==> src/rtl/adder_pkg.sv <==
// adder_pkg: shared elaboration-time helpers for the pipelined ripple-carry adder.
//   chunk_width() - bits added by each pipeline stage
//   config_ok()   - legality of a WIDTH/STAGES pair (WIDTH >= 1, STAGES >= 1,
//                   WIDTH divisible by STAGES)
package adder_pkg;

    function automatic int chunk_width(input int width, input int stages);
        // Guard the division so an illegal STAGES of 0 reaches config_ok()
        // instead of failing inside the width arithmetic.
        return (stages > 0) ? (width / stages) : 1;
    endfunction

    function automatic bit config_ok(input int width, input int stages);
        return (width >= 1) && (stages >= 1) && ((width % stages) == 0);
    endfunction

endpackage

==> src/rtl/full_adder.sv <==
// full_adder: one-bit structural full adder cell.
//   a, b, cin - addend bits and carry-in
//   sum, cout - sum bit and carry-out
module full_adder (
    input  logic a,
    input  logic b,
    input  logic cin,
    output logic sum,
    output logic cout
);

    logic p;

    assign p    = a ^ b;
    assign sum  = p ^ cin;
    assign cout = (a & b) | (cin & p);

endmodule

==> src/rtl/rca_chunk.sv <==
// rca_chunk: combinational N-bit ripple of full_adder cells.
//   a, b - N-bit operands
//   cin  - carry into bit 0
//   sum  - N-bit sum
//   cout - carry out of bit N-1
//   cmsb - carry into bit N-1 (used for signed overflow)
module rca_chunk #(
    parameter int N = 8
) (
    input  logic [N-1:0] a,
    input  logic [N-1:0] b,
    input  logic         cin,
    output logic [N-1:0] sum,
    output logic         cout,
    output logic         cmsb
);

    // carry[k] is the carry into bit k; carry[N] leaves the chunk.
    logic [N:0] carry;

    assign carry[0] = cin;

    for (genvar k = 0; k < N; k++) begin : g_bit
        full_adder u_fa (
            .a    (a[k]),
            .b    (b[k]),
            .cin  (carry[k]),
            .sum  (sum[k]),
            .cout (carry[k+1])
        );
    end

    assign cout = carry[N];
    assign cmsb = carry[N-1];

endmodule

==> src/rtl/pipelined_rca.sv <==
// pipelined_rca: WIDTH-bit adder whose carry chain is cut into STAGES equal
// chunks, one register boundary per chunk, with valid/ready flow control.
//   clk, rst_n           - clock, asynchronous active-low reset
//   in_valid / in_ready  - operand handshake
//   in_a, in_b, in_cin   - operands and carry-in
//   out_valid / out_ready- result handshake
//   out_sum              - (a + b + cin) mod 2^WIDTH
//   out_cout, out_ovf    - unsigned carry-out, signed overflow
//
// Stage i adds bits [i*CHUNK +: CHUNK]. Its register keeps the low sum bits
// finished so far, the operand bits not yet added (already shifted so the
// next chunk sits at bit 0), the chunk carry and a valid bit. Every stage
// advances together on a single global enable, so bubbles are preserved.
module pipelined_rca
    import adder_pkg::*;
#(
    parameter int WIDTH  = 32,
    parameter int STAGES = 4
) (
    input  logic             clk,
    input  logic             rst_n,
    input  logic             in_valid,
    output logic             in_ready,
    input  logic [WIDTH-1:0] in_a,
    input  logic [WIDTH-1:0] in_b,
    input  logic             in_cin,
    output logic             out_valid,
    input  logic             out_ready,
    output logic [WIDTH-1:0] out_sum,
    output logic             out_cout,
    output logic             out_ovf
);

    localparam int CHUNK = chunk_width(WIDTH, STAGES);

    if (!config_ok(WIDTH, STAGES)) begin : g_bad_cfg
        $fatal(1, "pipelined_rca: WIDTH must be a positive multiple of STAGES");
    end

    // The whole pipe moves whenever the output slot is empty or being drained.
    logic adv;

    assign adv      = !out_valid || out_ready;
    assign in_ready = adv;

    for (genvar i = 0; i < STAGES; i++) begin : g_stage
        localparam int LO     = i * CHUNK;       // first bit added here
        localparam int DONE   = LO + CHUNK;      // sum bits complete after this stage
        localparam int REM_IN = WIDTH - LO;      // operand bits still to add, incl. this chunk

        logic [REM_IN-1:0] a_src;
        logic [REM_IN-1:0] b_src;
        logic              c_src;
        logic              v_src;
        logic [CHUNK-1:0]  s_c;
        logic              c_out;
        logic              c_msb;
        logic [DONE-1:0]   sum_d;

        logic [DONE-1:0]   sum_q;
        logic              c_q;
        logic              v_q;

        if (i == 0) begin : g_head
            assign a_src = in_a;
            assign b_src = in_b;
            assign c_src = in_cin;
            // Loading only when adv (== in_ready) makes this in_valid & in_ready.
            assign v_src = in_valid;
            assign sum_d = s_c;
        end else begin : g_body
            assign a_src = g_stage[i-1].g_rem.a_q;
            assign b_src = g_stage[i-1].g_rem.b_q;
            assign c_src = g_stage[i-1].c_q;
            assign v_src = g_stage[i-1].v_q;
            assign sum_d = {s_c, g_stage[i-1].sum_q};
        end

        rca_chunk #(.N(CHUNK)) u_chunk (
            .a    (a_src[CHUNK-1:0]),
            .b    (b_src[CHUNK-1:0]),
            .cin  (c_src),
            .sum  (s_c),
            .cout (c_out),
            .cmsb (c_msb)
        );

        // NOTE: clocked state uses non-blocking assignments so every stage
        // samples its predecessor's pre-edge value and the pipe shifts by one.
        // NOTE: data registers are reset too, not only valid bits, so the
        // outputs read as zero (never X) before the first result.
        always_ff @(posedge clk or negedge rst_n) begin
            if (!rst_n) begin
                v_q   <= 1'b0;
                c_q   <= 1'b0;
                sum_q <= '0;
            end else if (adv) begin
                v_q   <= v_src;
                c_q   <= c_out;
                sum_q <= sum_d;
            end
        end

        // Operand bits above this chunk travel on to the following stages.
        if (i < STAGES - 1) begin : g_rem
            logic [REM_IN-CHUNK-1:0] a_q;
            logic [REM_IN-CHUNK-1:0] b_q;

            always_ff @(posedge clk or negedge rst_n) begin
                if (!rst_n) begin
                    a_q <= '0;
                    b_q <= '0;
                end else if (adv) begin
                    a_q <= a_src[REM_IN-1:CHUNK];
                    b_q <= b_src[REM_IN-1:CHUNK];
                end
            end
        end

        // Only the last stage sees the word's MSB, so only it keeps the
        // carry into that bit for the overflow flag.
        if (i == STAGES - 1) begin : g_tail
            logic m_q;

            always_ff @(posedge clk or negedge rst_n) begin
                if (!rst_n) begin
                    m_q <= 1'b0;
                end else if (adv) begin
                    m_q <= c_msb;
                end
            end
        end
    end

    assign out_valid = g_stage[STAGES-1].v_q;
    assign out_sum   = g_stage[STAGES-1].sum_q;
    assign out_cout  = g_stage[STAGES-1].c_q;
    assign out_ovf   = g_stage[STAGES-1].g_tail.m_q ^ g_stage[STAGES-1].c_q;

endmodule
==> config.mk <==
export PLATFORM = sky130hd
export DESIGN_NAME = pipelined_rca
export DESIGN_NICKNAME = d
export VERILOG_FILES = /design/src/rtl/adder_pkg.sv /design/src/rtl/full_adder.sv /design/src/rtl/rca_chunk.sv /design/src/rtl/pipelined_rca.sv
export SDC_FILE = /design/constraint.sdc
export NUM_CORES = 1
export LEC_CHECK = 0
export ABC_AREA = 1
export ABC_CLOCK_PERIOD_IN_PS = 4600
export CAP_MARGIN = 20
export CORE_ASPECT_RATIO = 1.1
export CORE_UTILIZATION = 47
export DETAILED_ROUTE_END_ITERATION = 8
export GPL_TIMING_DRIVEN = 0
export MAX_ROUTING_LAYER = met4
export PLACE_DENSITY = 0.7
export SETUP_SLACK_MARGIN = 0.02
export SYNTH_ARGS = -nofsm -noshare
export SYNTH_HDL_FRONTEND = slang
export SYNTH_HIERARCHICAL = 1
export SYNTH_SLANG_ARGS = --single-unit
==> constraint.sdc <==
create_clock -name clk -period 4.6 [get_ports clk]
set_input_delay 1.38 -clock clk [delete_from_list [all_inputs] [get_ports clk]]
set_output_delay 1.38 -clock clk [all_outputs]
set_load 0.1 [all_outputs]
Word level (Yosys, flattened, before mapping)

Cells that the tools add are included.
Widths: inputs -> output; s select.

Bits in registers: 185
Input bits: 69
Logic and storage cells: 182

Bitwise logic cells: 161
Reduce and logical (&&, ||, !) cells: 2

Operator list:

| cell             | number |
|---|---|
| $xor 1x1->1      | 65 |
| $and 1x1->1      | 64 |
| $or 1x1->1       | 32 |
| $logic_not 1->1  | 1 |
| $logic_or 1x1->1 | 1 |

Depth between registers and ports, before layout

Gate-level depths: netlist of the first run.

Word-level depth: 17
Depth in mapped cells: 10
Gate-level depth less buffers: 10

By module

Netlist of the first run, hierarchy kept.

Modules (own cells, without submodules):

| module        | times used | cells an instance | area each (um2) |
|---|---|---|---|
| pipelined_rca | 1          | 803               | 7403.4 |
| full_adder    | 32         | 1                 | 20.0 |

Worst setup path after synthesis of the first run

OpenSTA, ideal clock, no wires.

Path kind: input-to-reg
From: input port in_a[0]
To: register g_stage[0].sum_q[7]
Arrival time: 4.607 ns
Setup slack: -0.124 ns
Stages on the path: 10
Buffers on the path: 0
Cell sequence: fa_1 -> fa_1 -> fa_1 -> fa_1 -> fa_1 -> fa_1 -> fa_1 -> fa_1 -> nand2_1 -> nand2_1

Word-level cells in the longest chain between the ends: 16
Elaborated cells between the ends (all ways): 17
Those cells by class: bitwise (17)

Ends and longest elaborated chain:

| what                                  | line                 | RTL |
|---|---|---|
| from (decl)                           | pipelined_rca.sv:24  | `input logic [WIDTH-1:0] in_a,` |
| $xor 1x1->1                           | full_adder.sv:14     | `assign p = a ^ b;` |
| $and 1x1->1                           | full_adder.sv:16     | `assign cout = (a & b) \| (cin & p);` |
| $or 1x1->1 *                          | full_adder.sv:16     |  |
| $and 1x1->1 *                         | full_adder.sv:16     |  |
| $or 1x1->1 *                          | full_adder.sv:16     |  |
| named net g_stage[0].u_chunk.carry[2] | rca_chunk.sv:19      | `logic [N:0] carry;` |
| $and 1x1->1 *                         | full_adder.sv:16     |  |
| $or 1x1->1 *                          | full_adder.sv:16     |  |
| named net g_stage[0].u_chunk.carry[3] | rca_chunk.sv:19      |  |
| [2 not listed]                        | -                    |  |
| named net g_stage[0].u_chunk.carry[4] | rca_chunk.sv:19      |  |
| [2 not listed]                        | -                    |  |
| named net g_stage[0].u_chunk.carry[5] | rca_chunk.sv:19      |  |
| $and 1x1->1 *                         | full_adder.sv:16     |  |
| $or 1x1->1 *                          | full_adder.sv:16     |  |
| named net g_stage[0].u_chunk.carry[6] | rca_chunk.sv:19      |  |
| $and 1x1->1 *                         | full_adder.sv:16     |  |
| $or 1x1->1 *                          | full_adder.sv:16     |  |
| named net g_stage[0].c_msb            | pipelined_rca.sv:57  | `logic c_msb;` |
| $xor 1x1->1 *                         | full_adder.sv:15     | `assign sum = p ^ cin;` |
| named net g_stage[0].s_c[7]           | pipelined_rca.sv:55  | `logic [CHUNK-1:0] s_c;` |
| to (signal assigned)                  | pipelined_rca.sv:100 | `sum_q <= sum_d;` |
| to (decl)                             | pipelined_rca.sv:60  | `logic [DONE-1:0] sum_q;` |

The timed path passes the listed nets; every way through them passes the cells marked *.
A chain may end at the register's enable or synchronous reset.

Worst setup path in the final report of the first run

From: input port out_ready
To: output port in_ready

Word-level cells in the longest chain between the ends: 1

Ends and longest elaborated chain:

| what             | line                | RTL |
|---|---|---|
| from (decl)      | pipelined_rca.sv:28 | `input logic out_ready,` |
| $logic_or 1x1->1 | pipelined_rca.sv:43 | `assign adv = !out_valid \|\| out_ready;` |
| to (decl)        | pipelined_rca.sv:23 | `output logic in_ready,` |

No other way between the ends.

==> impl_metrics.sql, run 1 <==
INSERT INTO impl_metrics (metric_group, metric, value, unit) VALUES
('global_routing', 'first_global_vias', '6053', ''),
('timing', 'fmax', '0.223', 'GHz'),
('synth', 'ys_warn_count', '6', ''),
('drt', 'post-route-drc-count', '0', ''),
('critical_path', 'cp.arrival', '3.11', 'ns'),
('critical_path', 'cp_num_buf_inv', '4', ''),
('synth', 'yosysSeqAreaShare', '57.6', '%'),
('floorplanning', 'die_height', '139', 'um'),
('outcome', 'outcome', 'complete, no violations', ''),
('power_and_ir_drop', 'power_density', '784', 'nW/um^2'),
('placement', 'hpwl', '12600', 'um'),
('cts', 'cts_tree', 'yes', ''),
('timing', 'fin_crit_sh', '97.6', '%'),
('synth', 'synth_area_per_cell', '9.63', 'sq um'),
('synth', 'synth_cells', '835', ''),
('critical_path', 'critical_path.startpoint_type', 'input pin', ''),
('power_and_ir_drop', 'p_int', '4380', 'uW'),
('critical_path', 'worst_path_dominant_cell_family', 'buffers and inverters', ''),
('power_and_ir_drop', 'p_sw_share', '44.1', '%'),
('power_and_ir_drop', 'pwr-share-comb', '44.8', '%'),
('timing', 'slew_hr', '33.6', '%'),
('global_routing', 'maximum_number_of_pins_on_one_net_before_global_route_repair', '96', ''),
('min_path', 'min_path_cells', '2', ''),
('power_and_ir_drop', 'seq_power_share', '35.7', '%'),
('critical_path', 'cpPeakStageDelay', '0.85', 'ns'),
('critical_path', 'cpMaxStageDelayCell', 'sky130_fd_sc_hd__clkdlybuf4s15_1', ''),
('min_path', 'min-delay-path-class', 'flip-flop to flip-flop', ''),
('timing', 'grt_setup_unrepaired', 'no', ''),
('power_and_ir_drop', 'switching_power', '3460', 'uW'),
('synth', 'postSynthRegisterBits', '185', ''),
('global_routing', 'grt_util_all_layers', '23.0', '%'),
('drt', 'ant_nets', '0', ''),
('cts', 'clock_tree_buf_depth', '2', ''),
('flow_run', 'maxCapViolations', '0', ''),
('timing', 'tightestPinTransition', '0.993', 'ns'),
('drt', 'drt-pass1-iter-count', '5', ''),
('synth', 'synth_cell_types', '13', ''),
('synth', 'syn-cell-area', '8040', 'sq um'),
('placement', 'pre_cts_slack', '-0.530', 'ns'),
('drt', 'dr_total_vias', '5904', ''),
('global_routing', 'grt_overflow_total', '0', ''),
('floorplanning', 'number_of_rows_created_at_floorplan', '49', ''),
('timing', 'tns', '0', 'ns'),
('synth', 'postSynthNetCount', '936', ''),
('timing', 'post-route-worst-setup-slack', '0.109', 'ns'),
('layout', 'diodes', '0', ''),
('critical_path', 'worstSetupEndpointType', 'output port', ''),
('floorplanning', 'fp.dieW', '127', 'um'),
('drt', 'route.final.wire_length', '17800', 'um'),
('drt', 'initialDrtViolationCount', '434', ''),
('layout', 'nNetsFinal', '1060', ''),
('critical_path', 'timing.critical_path.fanout_max', '10', ''),
('floorplanning', 'initial_core_util', '48.6', '%'),
('floorplanning', 'core_region_area', '16600', 'sq um'),
('drt', 'routed_via_density', '5.03', ''),
('layout', 'layout-drive-gt1-share', '10.2', '%'),
('power_and_ir_drop', 'max-vdd-ir-drop', '0.435', 'mV'),
('timing', 'setup-violations-final', '0', ''),
('layout', 'syn2layout_area_growth', '24.5', '%'),
('critical_path', 'cp.depth', '5', ''),
('global_routing', 'grt_antenna_before_repair', '0', ''),
('power_and_ir_drop', 'power.leakage', '0.00512', 'uW'),
('critical_path', 'required', '3.22', 'ns'),
('cts', 'cts-root-buf', 'sky130_fd_sc_hd__clkbuf_16', ''),
('timing', 'final.setup_skew', '0.00697', 'ns'),
('cts', 'cts-htree-levels', '4', ''),
('floorplanning', 'io_pins', '105', ''),
('cts', 'cts_sinks', '185', ''),
('global_routing', 'grt_pass1_wl', '30600', 'um'),
('cts', 'clk_transition_reported_paths', '0.06', 'ns'),
('power_and_ir_drop', 'p_clk_share', '19.4', '%'),
('critical_path', 'r2r_cells', '10', ''),
('placement', 'io_buffer_count', '104', ''),
('critical_path', 'category_of_the_most_critical_setup_path', 'input pin to output port', ''),
('placement', 'place.gp.congestion', '0.769', ''),
('timing', 'number_of_slew_limit_violations_in_the_final_report', '0', ''),
('cts', 'cts_made_buffers', '17', ''),
('timing', 'layout_min_cycle_time', '4.49', 'ns'),
('critical_path', 'timing.critical_path.cells', 'clkdlybuf4s50_1 -> inv_2 -> nand2_4 -> buf_2 -> clkdlybuf4s15_1', ''),
('cts', 'hold_buffers', '0', ''),
('cts', 'clk-insertion-delay-late', '0.43', 'ns'),
('cts', 'cts_setup_buffers', '0', ''),
('floorplanning', 'design.die.area', '17600', 'sq um'),
('timing', 'timing.final.hold_violations', '0', ''),
('drt', 'routedWlPerCell', '15.2', 'um');
kinds of logic (layout without fill, tap and decap cells):
kind of cell	count (synthesis)	after routing	synth area share (%)
flip-flops	185	185	57.6
adder cells (fa/ha/maj)	32	32	7.96
XOR/XNOR	1	1	0.109
buffers and inverters	63	197	5.57
AND/OR/NAND/NOR	554	554	28.8
state kept, by name, summed over array words and instances, names as in the netlist:
| name | cells |
|---|---|
| g_stage.g_rem.a_q | 48 |
| g_stage.g_rem.b_q | 48 |
| g_stage.sum_q | 48 |
| out_sum | 32 |
| g_stage.c_q | 3 |
| g_stage.v_q | 3 |
| g_stage.g_tail.m_q | 1 |
| out_cout | 1 |
| out_valid | 1 |
area by class of cell:
cell class | instances | area (sq um)
inverters | 2 | 7.51
well taps | 204 | 255
fillers | 1455 | 6540
multi-input cells | 587 | 2980
clock buffers | 21 | 470
flip-flops and latches | 185 | 4630
plain buffers | 61 | 440
clock inverters | 8 | 144
repair buffers | 105 | 1080
synth_stat cells, drive strengths merged:
library cell,number,area share (%)
xor2,1,0.11
clkbuf,1,0.047
dfrtp,185,58
nand2,370,17
inv,2,0.093
buf,60,5.4
nand3,184,11
fa,32,8.0
cell usage in the layout, fill, tap and decap left out, types with 2 or more instances in the layout:
| cell | instances |
|---|---|
| sky130_fd_sc_hd__buf_2 | 31 |
| sky130_fd_sc_hd__buf_4 | 13 |
| sky130_fd_sc_hd__buf_6 | 15 |
| sky130_fd_sc_hd__buf_8 | 2 |
| sky130_fd_sc_hd__bufinv_16 | 4 |
| sky130_fd_sc_hd__clkbuf_1 | 2 |
| sky130_fd_sc_hd__clkbuf_16 | 17 |
| sky130_fd_sc_hd__clkbuf_8 | 3 |
| sky130_fd_sc_hd__clkdlybuf4s50_1 | 99 |
| sky130_fd_sc_hd__clkinv_2 | 3 |
| sky130_fd_sc_hd__dfrtp_1 | 185 |
| sky130_fd_sc_hd__dlymetal6s2s_1 | 3 |
| sky130_fd_sc_hd__fa_1 | 25 |
| sky130_fd_sc_hd__fa_2 | 7 |
| sky130_fd_sc_hd__nand2_1 | 369 |
| sky130_fd_sc_hd__nand3_1 | 184 |
worst paths after layout:
check	start	to	slack, ns
setup / recovery	out_ready	in_ready	0.11
hold / removal	g_stage[0].sum_q[1]	g_stage[1].sum_q[1]	0.47
setup reg to reg	g_stage[2].g_rem.a_q[0]	out_sum[31]	0.52
hold reg to reg	g_stage[0].sum_q[1]	g_stage[1].sum_q[1]	0.47
max in group asynchronous	rst_n	out_sum[8]	2.80
min in group asynchronous	rst_n	g_stage[0].g_rem.a_q[1]	0.94
worst min-delay path, cell delays in order, from the launching register on:
cell,delay [ns]
sky130_fd_sc_hd__dfrtp_1,0.34
sky130_fd_sc_hd__nand2_1,0.05
sky130_fd_sc_hd__nand2_1,0.05
routing by layer:
metal	part of all wire, %	track usage, %
met4	1.3	6.77
met5	0	-
met1	47	32.1
met3	3.8	3.31
met2	48	35.2
power groups by stage:
stage | Sequential [uW] | Combinational, uW | Clock, uW
2_1_floorplan | 3740 | 1580 | 0
3_3_place_gp | 2810 | 3440 | 0
3_5_place_dp | 2820 | 3500 | 0
4_1_cts | 2810 | 3540 | 1550
5_1_grt | 2890 | 3840 | 1620
6_report | 2800 | 3520 | 1530
stage by stage:
stage / hold WS (ns) / power [uW] / util, % / instances / cell area (sq um)
floorplan: 0.435 / 5320 / - / 835 / 8050
global placement: 0.446 / 6250 / 56.5 / 1143 / 9350
finish: 0.470 / 7850 / 60.5 / 1173 / 10000
global route: 0.485 / 8350 / 60.5 / 1173 / 10000
detailed placement: 0.455 / 6330 / 56.7 / 1144 / 9380
CTS: 0.469 / 7900 / 60.4 / 1173 / 10000
repair_timing:
item                       in CTS  in global routing
hold endpoints to repair        0                  0
setup endpoints to repair       3                  2
pin swaps                       0                  7
gates resized for setup         4                  4
Note: power is estimated with default switching activity, not from simulation.
==> run 2: changes to the inputs <==
--- a/config.mk
+++ b/config.mk
@@ -12,6 +12,7 @@
 export CORE_UTILIZATION = 47
 export DETAILED_ROUTE_END_ITERATION = 8
 export GPL_TIMING_DRIVEN = 0
+export HOLD_SLACK_MARGIN = 0.08
 export MAX_ROUTING_LAYER = met4
 export PLACE_DENSITY = 0.7
 export SETUP_SLACK_MARGIN = 0.02
==> constraint.sdc (replaced) <==
create_clock -name clk -period 4.6 [get_ports clk]
set_input_delay 1.38 -clock clk [delete_from_list [all_inputs] [get_ports clk]]
set_output_delay 1.38 -clock clk [all_outputs]
set_load 0.01 [all_outputs]
==> impl_metrics.sql, run 2 (synthesized netlist as in run 1, its figures left out) <==
INSERT INTO impl_metrics (metric_group, metric, value, unit) VALUES
('drt', 'route.final.wire_length', '17800', 'um'),
('timing', 'tns', '0', 'ns'),
('drt', 'initialDrtViolationCount', '422', ''),
('global_routing', 'grt_util_all_layers', '23.0', '%'),
('global_routing', 'grt_antenna_before_repair', '0', ''),
('critical_path', 'critical_path.startpoint_type', 'input pin', ''),
('power_and_ir_drop', 'switching_power', '2400', 'uW'),
('power_and_ir_drop', 'power_density', '678', 'nW/um^2'),
('drt', 'dr_total_vias', '5910', ''),
('cts', 'cts_tree', 'yes', ''),
('floorplanning', 'die_height', '139', 'um'),
('cts', 'cts_sinks', '185', ''),
('critical_path', 'crit_path_capture', 'g_stage[0].sum_q[7]', ''),
('cts', 'clk-insertion-delay-late', '0.42', 'ns'),
('critical_path', 'crit-reg2reg-capture', 'out_sum[31]', ''),
('timing', 'setup-violations-final', '0', ''),
('layout', 'layout.filler_cells', '1455', ''),
('layout', 'largest_registers', 'g_stage.g_rem.a_q: 48 flops, g_stage.g_rem.b_q: 48 flops, g_stage.sum_q: 48 flops', ''),
('global_routing', 'top_usage_layer', 'met2', ''),
('critical_path', 'timing.critical_path.from', 'in_cin', ''),
('timing', 'final.setup_skew', '0.00677', 'ns'),
('floorplanning', 'io_pins', '105', ''),
('critical_path', 'category_of_the_most_critical_setup_path', 'input pin to flip-flop', ''),
('global_routing', 'first_global_vias', '6052', ''),
('power_and_ir_drop', 'power.leakage', '0.00512', 'uW'),
('global_routing', 'globalRouteMet3Util', '3.31', '%'),
('placement', 'io_buffer_count', '104', ''),
('placement', 'hpwl', '12600', 'um'),
('power_and_ir_drop', 'seq_power_share', '41.3', '%'),
('global_routing', 'gr-usage-met2', '35.2', '%'),
('critical_path', 'required', '4.92', 'ns'),
('drt', 'post-route-drc-count', '0', ''),
('floorplanning', 'design.die.area', '17600', 'sq um'),
('drt', 'ant_nets', '0', ''),
('critical_path', 'timing.critical_path.fanout_max', '1', ''),
('timing', 'fin_crit_sh', '96.3', '%'),
('power_and_ir_drop', 'p_sw_share', '35.4', '%'),
('critical_path', 'cp.arrival', '4.75', 'ns'),
('drt', 'drt-pass1-iter-count', '5', ''),
('power_and_ir_drop', 'power.total', '6790', 'uW'),
('timing', 'grt_setup_unrepaired', 'no', ''),
('power_and_ir_drop', 'p_int', '4390', 'uW'),
('floorplanning', 'fp.dieW', '127', 'um'),
('cts', 'cts-root-buf', 'sky130_fd_sc_hd__clkbuf_16', ''),
('timing', 'fmax', '0.226', 'GHz'),
('critical_path', 'r2r_cells', '10', ''),
('min_path', 'hold_path_startpoint', 'g_stage[0].g_rem.b_q[23]', ''),
('layout', 'diodes', '0', ''),
('global_routing', 'grt_overflow_total', '0', ''),
('cts', 'clk_transition_reported_paths', '0.07', 'ns'),
('timing', 'timing.final.hold_violations', '0', ''),
('flow_run', 'maxCapViolations', '0', ''),
('layout', 'finalCoreUtilization', '60.5', '%'),
('layout', 'final_cell_mix', '369 x sky130_fd_sc_hd__nand2_1, 185 x sky130_fd_sc_hd__dfrtp_1, 184 x sky130_fd_sc_hd__nand3_1, 100 x sky130_fd_sc_hd__clkdlybuf4s50_1, 31 x sky130_fd_sc_hd__buf_2', ''),
('global_routing', 'grt_pass1_wl', '30600', 'um'),
('power_and_ir_drop', 'max-vdd-ir-drop', '0.351', 'mV'),
('timing', 'slew_hr', '51.9', '%'),
('floorplanning', 'core_region_area', '16600', 'sq um'),
('min_path', 'min_path_cells', '2', ''),
('cts', 'clock_tree_buf_depth', '2', ''),
('power_and_ir_drop', 'p_clk_share', '22.4', '%'),
('cts', 'cts_made_buffers', '17', ''),
('global_routing', 'maximum_number_of_pins_on_one_net_before_global_route_repair', '96', ''),
('critical_path', 'crit-reg2reg-launch', 'g_stage[2].g_rem.a_q[0]', ''),
('timing', 'tightestPinTransition', '0.721', 'ns'),
('layout', 'nNetsFinal', '1060', ''),
('outcome', 'outcome', 'complete, no violations', ''),
('critical_path', 'reg2reg_slack', '0.52', 'ns'),
('layout', 'syn2layout_area_growth', '24.5', '%'),
('drt', 'routed_via_density', '5.04', ''),
('power_and_ir_drop', 'pwr-share-comb', '36.3', '%'),
('drt', 'routedWlPerCell', '15.2', 'um'),
('floorplanning', 'number_of_rows_created_at_floorplan', '49', ''),
('cts', 'cts-htree-levels', '4', ''),
('timing', 'layout_min_cycle_time', '4.43', 'ns'),
('cts', 'hold_buffers', '0', ''),
('layout', 'commonest_non_fill_non_tap_cell_in_the_layout', 'sky130_fd_sc_hd__nand2_1', ''),
('timing', 'number_of_slew_limit_violations_in_the_final_report', '0', ''),
('layout', 'layout-drive-gt1-share', '10.2', '%'),
('floorplanning', 'initial_core_util', '48.6', '%'),
('placement', 'place.gp.congestion', '0.769', ''),
('global_routing', 'grt_use_met1', '32.1', '%'),
('min_path', 'min-delay-path-class', 'flip-flop to flip-flop', ''),
('critical_path', 'worstSetupEndpointType', 'flip-flop', '');
run 2: critical path: stages:
cell                             delay (ns)
sky130_fd_sc_hd__dlymetal6s2s_1        0.14
sky130_fd_sc_hd__fa_2                  0.39
sky130_fd_sc_hd__fa_2                  0.37
sky130_fd_sc_hd__fa_2                  0.37
sky130_fd_sc_hd__fa_2                  0.38
sky130_fd_sc_hd__fa_2                  0.39
sky130_fd_sc_hd__fa_2                  0.41
sky130_fd_sc_hd__fa_2                  0.36
sky130_fd_sc_hd__fa_1                  0.42
sky130_fd_sc_hd__nand2_1               0.08
sky130_fd_sc_hd__nand2_1               0.05
run 2: how the worst min path moves through the flow:
stage                          endpoint  slack [ns]
6_report       g_stage[1].g_rem.b_q[15]        0.47
5_1_grt        g_stage[1].g_rem.b_q[15]        0.48
4_1_cts        g_stage[1].g_rem.b_q[15]        0.47
3_5_place_dp                  out_valid        0.46
3_3_place_gp                  out_valid        0.45
2_1_floorplan                 out_valid        0.44
run 2: area by class of cell:
class | count | area [sq um] | share of cell area, %
Sequential cell | 185 | 4630 | 46.2
Clock inverter | 8 | 144 | 1.44
Inverter | 2 | 7.51 | 0.0750
Clock buffer | 21 | 470 | 4.70
Multi-Input combinational cell | 587 | 2980 | 29.8
Buffer | 61 | 440 | 4.40
Tap cell | 204 | 255 | 2.55
Timing Repair Buffer | 105 | 1080 | 10.8
run 2: metrics by stage:
step                      hold WS [ns]  instance area (sq um)  cells  setup slack, ns
after floorplan                  0.435                   8050    835           0.0332
after global placement           0.446                   9350   1143            -5.31
after detailed placement         0.455                   9380   1144           -0.530
after CTS                        0.469                  10000   1173           0.0643
after global routing             0.485                  10000   1173           0.0946
final                            0.470                  10000   1173            0.170
run 2: power by group through the flow:
stage | clock network (uW) | registers [uW] | logic [uW]
final | 1520 | 2800 | 2460
after CTS | 1550 | 2810 | 2490
after detailed placement | 0 | 2820 | 2450
after floorplan | 0 | 2770 | 1510
after global placement | 0 | 2810 | 2380
after global routing | 1620 | 2890 | 2790
run 2: per-layer routing:
metal	part of all wire, %	vias up
met5	0	-
met4	1.2	0
met3	3.5	15
met2	47	138
met1	48	2847
li1	-	2910
run 2: what timing repair did:
item	CTS	global route
pin swaps	0	7
hold endpoints to repair	0	0
gates resized for setup	3	3
setup endpoints to repair	2	1
setup buffers	0	0
